$ cat src/rtl/ram_port_initiator_if.sv
// RAM-style port bus between an initiator and a responder bank.
// Responder registers ram_q one clock after ram_req; writes land on the request edge.
interface ram_port_initiator_if #(
    parameter int DATA_WIDTH = 8,
    parameter int ADDR_WIDTH = 4
);
    logic [ADDR_WIDTH-1:0] ram_addr;
    logic [DATA_WIDTH-1:0] ram_d;
    logic                  ram_req;
    logic                  ram_we;
    logic [DATA_WIDTH-1:0] ram_q;
    logic [ADDR_WIDTH-1:0] ram_len;

    modport master (
        output ram_addr, ram_d, ram_req, ram_we,
        input  ram_q, ram_len
    );

    modport slave (
        input  ram_addr, ram_d, ram_req, ram_we,
        output ram_q, ram_len
    );
endinterface

$ cat src/rtl/ram_port_initiator.sv
// Block read/write initiator: sweeps a clamped address range on the RAM port
// and bridges it to valid/ready read and write streams.
module ram_port_initiator #(
    parameter int DATA_WIDTH = 8,
    parameter int ADDR_WIDTH = 4
) (
    input  logic                  clk,
    input  logic                  rst,
    input  logic                  cmd_start,
    input  logic                  cmd_write,
    input  logic [ADDR_WIDTH-1:0] cmd_base,
    input  logic [ADDR_WIDTH:0]   cmd_count,
    output logic                  busy,
    output logic                  done,
    output logic [DATA_WIDTH-1:0] rd_data,
    output logic                  rd_valid,
    input  logic                  rd_ready,
    input  logic [DATA_WIDTH-1:0] wr_data,
    input  logic                  wr_valid,
    output logic                  wr_ready,
    ram_port_initiator_if.master  ram
);
    typedef enum logic [2:0] {
        IDLE, RD_REQ, RD_CAP, RD_HOLD, WR_WAIT, WR_ISSUE, DONE
    } state_t;

    localparam logic [ADDR_WIDTH:0] CNT_ONE = {{ADDR_WIDTH{1'b0}}, 1'b1};

    state_t                state, state_n;
    logic [ADDR_WIDTH-1:0] cur_addr, cur_addr_n;
    logic [ADDR_WIDTH:0]   remaining, remaining_n;
    logic [ADDR_WIDTH-1:0] addr_q, addr_n;
    logic [DATA_WIDTH-1:0] d_q, d_n;
    logic                  req_q, req_n;
    logic                  we_q, we_n;
    logic                  busy_n, done_n, rd_valid_n, wr_ready_n;
    logic [DATA_WIDTH-1:0] rd_data_n;
    logic [ADDR_WIDTH:0]   base_x, len_x, avail, eff;

    assign ram.ram_addr = addr_q;
    assign ram.ram_d    = d_q;
    assign ram.ram_req  = req_q;
    assign ram.ram_we   = we_q;

    // Clamp the request to the implemented part of the port bank.
    always_comb begin
        base_x = {1'b0, cmd_base};
        len_x  = {1'b0, ram.ram_len};
        avail  = (base_x < len_x) ? (len_x - base_x) : '0;
        eff    = (cmd_count < avail) ? cmd_count : avail;
    end

    always_comb begin
        state_n     = state;
        cur_addr_n  = cur_addr;
        remaining_n = remaining;
        addr_n      = addr_q;
        d_n         = d_q;
        req_n       = 1'b0;
        we_n        = 1'b0;
        busy_n      = busy;
        done_n      = 1'b0;
        rd_valid_n  = rd_valid;
        rd_data_n   = rd_data;
        wr_ready_n  = wr_ready;
        unique case (state)
            IDLE: begin
                if (cmd_start) begin
                    cur_addr_n  = cmd_base;
                    remaining_n = eff;
                    busy_n      = 1'b1;
                    if (eff == '0) begin
                        state_n = DONE;
                    end else if (cmd_write) begin
                        wr_ready_n = 1'b1;
                        state_n    = WR_WAIT;
                    end else begin
                        addr_n  = cmd_base;
                        req_n   = 1'b1;
                        state_n = RD_REQ;
                    end
                end
            end
            RD_REQ: state_n = RD_CAP;
            RD_CAP: begin
                rd_data_n  = ram.ram_q;
                rd_valid_n = 1'b1;
                state_n    = RD_HOLD;
            end
            RD_HOLD: begin
                if (rd_valid && rd_ready) begin
                    rd_valid_n  = 1'b0;
                    remaining_n = remaining - CNT_ONE;
                    if (remaining == CNT_ONE) begin
                        state_n = DONE;
                    end else begin
                        cur_addr_n = cur_addr + 1'b1;
                        addr_n     = cur_addr + 1'b1;
                        req_n      = 1'b1;
                        state_n    = RD_REQ;
                    end
                end
            end
            WR_WAIT: begin
                if (wr_valid && wr_ready) begin
                    addr_n     = cur_addr;
                    d_n        = wr_data;
                    req_n      = 1'b1;
                    we_n       = 1'b1;
                    wr_ready_n = 1'b0;
                    state_n    = WR_ISSUE;
                end
            end
            WR_ISSUE: begin
                remaining_n = remaining - CNT_ONE;
                cur_addr_n  = cur_addr + 1'b1;
                if (remaining == CNT_ONE) begin
                    state_n = DONE;
                end else begin
                    wr_ready_n = 1'b1;
                    state_n    = WR_WAIT;
                end
            end
            DONE: begin
                done_n  = 1'b1;
                busy_n  = 1'b0;
                state_n = IDLE;
            end
            default: state_n = IDLE;
        endcase
    end

    always_ff @(posedge clk or negedge rst) begin
        if (!rst) begin
            state     <= IDLE;
            cur_addr  <= '0;
            remaining <= '0;
            addr_q    <= '0;
            d_q       <= '0;
            req_q     <= 1'b0;
            we_q      <= 1'b0;
            busy      <= 1'b0;
            done      <= 1'b0;
            rd_valid  <= 1'b0;
            rd_data   <= '0;
            wr_ready  <= 1'b0;
        end else begin
            state     <= state_n;
            cur_addr  <= cur_addr_n;
            remaining <= remaining_n;
            addr_q    <= addr_n;
            d_q       <= d_n;
            req_q     <= req_n;
            we_q      <= we_n;
            busy      <= busy_n;
            done      <= done_n;
            rd_valid  <= rd_valid_n;
            rd_data   <= rd_data_n;
            wr_ready  <= wr_ready_n;
        end
    end
endmodule

$ cat src/flat_wrapper.sv
// flat-port wrapper written by rule: the top's interface ports become plain ports
module ram_port_initiator_flat 
#(
    parameter int DATA_WIDTH = 8,
    parameter int ADDR_WIDTH = 4
)
  (clk, rst, cmd_start, cmd_write, cmd_base, cmd_count, busy, done, rd_data, rd_valid, rd_ready, wr_data, wr_valid, wr_ready, ram_ram_addr, ram_ram_d, ram_ram_req, ram_ram_we, ram_ram_q, ram_ram_len);
  ram_port_initiator_if #(.DATA_WIDTH(DATA_WIDTH), .ADDR_WIDTH(ADDR_WIDTH)) ram_i ();
  input  logic clk;
  input  logic rst;
  input  logic cmd_start;
  input  logic cmd_write;
  input  logic [ADDR_WIDTH-1:0] cmd_base;
  input  logic [ADDR_WIDTH:0] cmd_count;
  output logic busy;
  output logic done;
  output logic [DATA_WIDTH-1:0] rd_data;
  output logic rd_valid;
  input  logic rd_ready;
  input  logic [DATA_WIDTH-1:0] wr_data;
  input  logic wr_valid;
  output logic wr_ready;
  output wire logic [$bits(ram_i.ram_addr)-1:0] ram_ram_addr;
  output wire logic [$bits(ram_i.ram_d)-1:0] ram_ram_d;
  output wire logic [$bits(ram_i.ram_req)-1:0] ram_ram_req;
  output wire logic [$bits(ram_i.ram_we)-1:0] ram_ram_we;
  input wire logic [$bits(ram_i.ram_q)-1:0] ram_ram_q;
  input wire logic [$bits(ram_i.ram_len)-1:0] ram_ram_len;
  assign ram_ram_addr = ram_i.ram_addr;
  assign ram_ram_d = ram_i.ram_d;
  assign ram_ram_req = ram_i.ram_req;
  assign ram_ram_we = ram_i.ram_we;
  assign ram_i.ram_q = ram_ram_q;
  assign ram_i.ram_len = ram_ram_len;
  ram_port_initiator #(.DATA_WIDTH(DATA_WIDTH), .ADDR_WIDTH(ADDR_WIDTH)) u_core (.clk(clk), .rst(rst), .cmd_start(cmd_start), .cmd_write(cmd_write), .cmd_base(cmd_base), .cmd_count(cmd_count), .busy(busy), .done(done), .rd_data(rd_data), .rd_valid(rd_valid), .rd_ready(rd_ready), .wr_data(wr_data), .wr_valid(wr_valid), .wr_ready(wr_ready), .ram(ram_i));
endmodule
$ cat config.mk
export PLATFORM = sky130hd
export DESIGN_NAME = ram_port_initiator_flat
export DESIGN_NICKNAME = d
export VERILOG_FILES = /design/src/rtl/ram_port_initiator_if.sv /design/src/rtl/ram_port_initiator.sv /design/src/flat_wrapper.sv
export SDC_FILE = /design/constraint.sdc
export NUM_CORES = 1
export LEC_CHECK = 0
export CORE_UTILIZATION = 46
export CTS_BUF_LIST = sky130_fd_sc_hd__clkbuf_4 sky130_fd_sc_hd__clkbuf_8
export CTS_CLUSTER_DIAMETER = 200
export CTS_CLUSTER_SIZE = 20
export DETAILED_ROUTE_END_ITERATION = 10
export PLACE_DENSITY = 0.76
export SYNTH_ARGS = -nofsm -noshare
export SYNTH_HDL_FRONTEND = slang
export SYNTH_SLANG_ARGS = --single-unit
$ cat constraint.sdc
create_clock -name clk -period 2.5 [get_ports clk]
set_input_delay 0.25 -clock clk [delete_from_list [all_inputs] [get_ports clk]]
set_output_delay 0.25 -clock clk [all_outputs]
set_load 0.005 [all_outputs]
Word level (Yosys, flattened, before mapping)
Cells that the tools add are included.
W data, S select, Z words.
{ "op_classes": {"magnitude_cmp": 2, "n_eq_ne": 15, "addsub": 3, "div": 0, "shift": 0, "mux": 41, "bitwise": 0, "n_mul": 0, "reduce_logical": 17} }
{ "op_table": {"columns": ["cell", "count"], "rows": [
  ["$mux W4", 7],
  ["$pmux W4 S3", 2],
  ["$mux W5", 4],
  ["$mux W3", 6],
  ["$pmux W3 S6", 1],
  ["$mux W1", 15],
  ["$pmux W5 S3", 1],
  ["$ne A2 B2 Y1 const B", 6],
  ["$eq A3 B3 Y1 const B", 3],
  ["$reduce_bool A3 Y1", 3],
  ["$reduce_and A7 Y1", 1],
  ["$eq A3 B2 Y1 const B", 2],
  ["$pmux W1 S3", 2],
  ["$reduce_and A2 Y1", 3],
  ["$reduce_and A3 Y1", 2],
  ["$reduce_and A6 Y1", 1],
  ["$eq A5 B1 Y1 const B", 1],
  ["$logic_not A5 Y1", 1],
  ["$lt A5 B5 Y1", 1],
  ["$sub A4 B4 Y5", 1],
  ["$sub A5 B1 Y5 const B", 1],
  ["$add A4 B1 Y4 const B", 1],
  ["$lt A4 B4 Y1", 1],
  ["$ne A2 B1 Y1 const B", 2],
  ["other kinds (7)", 10]
]} }
{ "word_totals": {"latchBits": 0, "memories": 0, "ramBits": 0, "ff_bits": 38, "romBits": 0, "elab_cells": 90, "inputBits": 35} }

Longest topological paths before layout
{ "logic_depth": {"ltp_word": 8, "mapped_depth": 15, "ltp_nobuf": 14} }

Least setup slack after synthesis
No wires, ideal clock.
{ "synth_path": {"path_kind": "input -> register", "startpoint": "input cmd_base[1]", "endpoint": "register u_core.addr_q[0] (netlist: u_core.ram.ram_addr[0])", "setup_time_ns": 0.125, "path_stages": 14, "path_slack_ns": -0.671, "arrival_ns": 3.046, "cell_sequence": "inv_1 -> ha_1 -> nor2b_1 -> o221a_4 -> o21ai_0 -> or2_2 -> ha_1 -> o21a_1 -> o21bai_1 -> o311ai_4 -> or3_1 -> nand3b_2 -> o21a_4 -> mux2_4"} }
{ "synth_via": {"elab_chain_cells": 7, "elab_cells_between_ends": 8, "classes_between": "add/sub (1); order compare (2); eq/ne (1); mux (2); reduce/logical (2)"} }
{ "synth_rtl": {"columns": ["element", "line_no", "source"], "rows": [
  ["from (decl)", "flat_wrapper.sv:13", "input logic [ADDR_WIDTH-1:0] cmd_base;"],
  ["$sub A4 B4 Y5 or $lt A4 B4 Y1 (tied branches)", "ram_port_initiator.sv:49", "avail = (base_x < len_x) ? (len_x - base_x) : '0;"],
  ["$mux W5 *", "ram_port_initiator.sv:49", null],
  ["$lt A5 B5 Y1", "ram_port_initiator.sv:50", "eff = (cmd_count < avail) ? cmd_count : avail;"],
  ["$mux W5 *", "ram_port_initiator.sv:50", null],
  ["$logic_not A5 Y1 *", "ram_port_initiator.sv:72", "if (eff == '0) begin"],
  ["$ne A2 B2 Y1 (no line) *", null, null],
  ["$reduce_and A7 Y1 (no line) *", null, null],
  ["to (signal assigned)", "ram_port_initiator.sv:151", "addr_q <= addr_n;"],
  ["to (decl)", "ram_port_initiator.sv:32", "logic [ADDR_WIDTH-1:0] addr_q, addr_n;"]
]} }
Every way passes the cells marked *; elsewhere a longest branch is shown, timed or not.
A chain may end at the register's enable or synchronous reset.

Worst setup path after layout
{ "layout_path": {"startpoint": "input ram_ram_len[0]", "endpoint": "register u_core.addr_q[2] (netlist: u_core.ram.ram_addr[2])"} }
{ "layout_via": {"elab_chain_cells": 7, "elab_cells_between_ends": 8, "classes_between": "add/sub (1); order compare (2); eq/ne (1); mux (2); reduce/logical (2)"} }
{ "layout_rtl": {"columns": ["element", "line_no", "source"], "rows": [
  ["from (decl)", "flat_wrapper.sv:28", "input wire logic [$bits(ram_i.ram_len)-1:0] ram_ram_len;"],
  ["$sub A4 B4 Y5 or $lt A4 B4 Y1 (tied branches)", "ram_port_initiator.sv:49", null],
  ["$mux W5 *", "ram_port_initiator.sv:49", null],
  ["$lt A5 B5 Y1", "ram_port_initiator.sv:50", null],
  ["$mux W5 *", "ram_port_initiator.sv:50", null],
  ["$logic_not A5 Y1 *", "ram_port_initiator.sv:72", null],
  ["$ne A2 B2 Y1 (no line) *", null, null],
  ["$reduce_and A7 Y1 (no line) *", null, null]
]} }
Marked as above.

==> results.md <==
* Slew headroom at a little over two fifths
* Initial antenna violation count at 0
* Slew Limit Fails at 0
* Final setup violation count at 12
* Tcrit/Tclk final at 114%
* CTS clk-pin slew, worst paths at roughly 80 ps
* CTS tree: done
* Startpoint types: input port
* Register share of total power at about two fifths
* Violated checks: setup timing
* Port Buffers at 60
* Syn_nets at about 300
* NetSw at 0.000426 W
* H-tree Lvls at 2
* Mapped Area at approximately 2300 sq um
* Avg Cell Area, Syn at ~9.5 sq um
* PwrDens at between 300 and 400 nW/um^2
* Die H at roughly 73 microns
* Fin crit period at between 2000 and 3000 ps
* Syn Inst Count at between 200 and 250
* Worst endpoint required time at 2680 ps
* Cell taking the most area after synthesis: dfrtp_1
* Worst min path class: in2async
* Setup WS post-layout at -339 ps
* Num CTS Buffers at 5
* Via Count at between 2k and 3k
* Crit Path Max Fanout at 5
* Clk buf depth at 2
* Max cap viols at 0
* Routability Congestion at between 0.8 and 0.9
* Vias in the first global route at ~2.6k
* Row Count at 25
* Chip width at 73.1 microns
* Pint at 0.00108 W
* Final Skew at 6.39 ps
* Critical Path AT at 3020 ps
* IO Count at between 60 and 70
* Sink Count at 38
* Slew at the pin closest to its max-slew limit at about 850 ps
* Tot GR Track Use at between 30 and 40%
* CP Capture Type: register
* ANT cells at 0
* Leak at ~1.8 nW
* Peak Freq at roughly 0.35 GHz
* Synth top area cells: dfrtp_1, mux2_2, ha_1
* Setup TNS at -2810 ps
* Fin. Hold Viols at 0
* CP Cell Sequence: buf_8, inv_12, ha_4, inv_2, fa_2, inv_2, or2_4, ha_4, o21a_1, o21bai_4, o311ai_4, or3_4, nand3b_4, o21a_4, mux2_4
* RSZ-0062 raised after global routing: yes
* Post-Place Cell Area at 3290 sq um
* Post-synthesis cell type count at 47
* Total grt overflow at 0
* Drt initial violations at 399
* CP Class: in2reg
* CP max stage delay at between 500 and 600 ps
* DRT Pass-1 Iters at 6
* Starting Density at around 50%
* Synth Register Bits at 38
* VDD IR-drop max at 0.287 mV
* Final nets at roughly 420
* CP max-delay cell: fa_2
* First-pass GRT wire length at ~13000 microns
* Routed len/inst at approximately 20 microns
* Register area share after synthesis at about 41%
* Post-route cell area at slightly below 4000 sq um
* Comb power frac at 32.2%
* Post-layout power at between 0.0015 and 0.002 W
* Die area at approximately 5300 sq um
* Switching share of total power at 28.3%
* Post-CTS Hold Fix Bufs at 0
* Via-per-instance ratio at about 6.1
* WL final at between 8000 and 9000 microns
* Clock root cell: clkbuf_8
* Synth top area share at between 40% and 50%
* Clock Power Share at a little over a quarter
* Run status: finished, violations left
* Core footprint at about 4800 sq um
* Post-Place Worst Slack at -1160 ps
* Post-route DRC at 0
* Largest net degree at the start of global routing at 39
* Share of cells above drive strength 1 at about two fifths
* Worst skew pair latency at 290 ps
* Synthesis-to-finish area growth at 66.5%
* Post-layout util at between 80% and 90%
* Yosys Warn Count at 0
* Final ANT Viol Nets at 0
* Post-DP HPWL at 4450 microns
-- area by class of cell --
| class | count | area (sq um) |
|---|---|---|
| multi-input cells | 188 | 1560 |
| inverters | 10 | 52.6 |
| clock buffers | 5 | 68.8 |
| well taps | 67 | 83.8 |
| repair buffers | 131 | 1140 |
| fillers | 275 | 912 |
| clock inverters | 2 | 10.0 |
| flip-flops and latches | 38 | 951 |
-- through the flow --
step | instances | hold slack [ps]
floorplan | 245 | -45.6
global placement | 393 | 403
detailed placement | 393 | 398
CTS | 435 | 86.1
global route | 441 | 121
finish | 441 | 55.2
-- logic make-up (layout without fill, tap and decap cells) --
kind of cell / after synthesis / count (layout) / share of synthesized area, %
simple gates: 83 / 83 / 17.2
compound gates: 66 / 66 / 18.7
flops: 38 / 38 / 40.9
mux: 23 / 23 / 11.7
buf+inv: 19 / 148 / 3.23
fa+ha+maj: 12 / 12 / 6.78
xor+xnor: 4 / 4 / 1.51
-- state kept, by name, summed over array words and instances, names as in the netlist --
name / count
u_core.busy: 1
u_core.cur_addr: 4
u_core.done: 1
u_core.ram.ram_addr: 4
u_core.ram.ram_d: 8
u_core.ram.ram_req: 1
u_core.ram.ram_we: 1
u_core.rd_data: 8
u_core.rd_valid: 1
u_core.remaining: 5
u_core.state: 3
u_core.wr_ready: 1
-- routing by layer --
metal	wire length [microns]	track usage, %	share of wire, %	up-vias
li1	-	-	-	1136
met1	3160	38.4	36	1258
met2	4280	55.6	48	209
met3	745	8.15	8.4	86
met4	713	21.8	8.0	0
met5	0	0	0	-
-- final timing paths --
path                                     start                      to  slack (ps)  depth (start not counted)
hold / removal                             rst       u_core.rd_data[3]          60                          1
setup / recovery                ram_ram_len[0]  u_core.ram.ram_addr[2]        -340                         15
hold reg to reg            u_core.ram.ram_d[6]     u_core.ram.ram_d[6]         510                          1
max in group asynchronous                  rst     u_core.ram.ram_d[4]        1910                          1
setup reg to reg               u_core.state[1]      u_core.cur_addr[2]         130                          6
min in group clk                   cmd_base[1]      u_core.cur_addr[1]         380                          4
-- critical path, delay by kind of cell --
kind,cells,cell delay [ps]
AO/OA/AOI/OAI,4,600
adder cells (fa/ha/maj),3,880
buffers and inverters,4,230
multiplexers,1,310
AND/OR/NAND/NOR,3,730
-- cells in the mapped netlist (all sizes together) --
library cell,count
dfrtp,38
nor2,26
mux2,22
nand2,22
o21ai,22
a21oi,17
ha,11
inv,10
nand3,8
clkbuf,7
nor3,5
o22ai,5
nand2b,4
nand3b,4
nor2b,4
o21a,3
or2,3
a211oi,2
a21boi,2
a21o,2
a22o,2
a31oi,2
buf,2
nand4,2
nor4b,2
xnor2,2
xor2,2
a211o,1
a22oi,1
a2bb2oi,1
fa,1
mux2i,1
nor3b,1
o211ai,1
o21bai,1
o221a,1
o221ai,1
o311ai,1
o32ai,1
or3,1
or4,1
-- placed cells by master, fill, tap and decap left out, types with 5 or more instances in the layout --
master and instances:
mux2_2 17, dfrtp_1 38, nor2_1 26, clkdlybuf4s50_1 51, ha_4 7, nor3_1 5, o21ai_0 17, buf_6 5
nand2_1 22, mux2_4 5, a21oi_1 15, clkbuf_8 5, buf_4 69
-- power by group through the flow --
stage | logic, W | clock network, W | registers (W)
2_1_floorplan | 0.000135 | 0 | 0.000626
3_3_place_gp | 0.000270 | 0 | 0.000626
3_5_place_dp | 0.000274 | 0 | 0.000626
4_1_cts | 0.000405 | 0.000403 | 0.000614
5_1_grt | 0.000506 | 0.000433 | 0.000614
6_report | 0.000484 | 0.000406 | 0.000614
-- timing repair --
action                                  4_1_cts  5_1_grt
buffers inserted                             37        7
resized for setup                            61       14
cloned                                        0        0
endpoints found under the setup margin       14       14
pin swaps                                    26       15
Power figures use the tool's default switching activity.
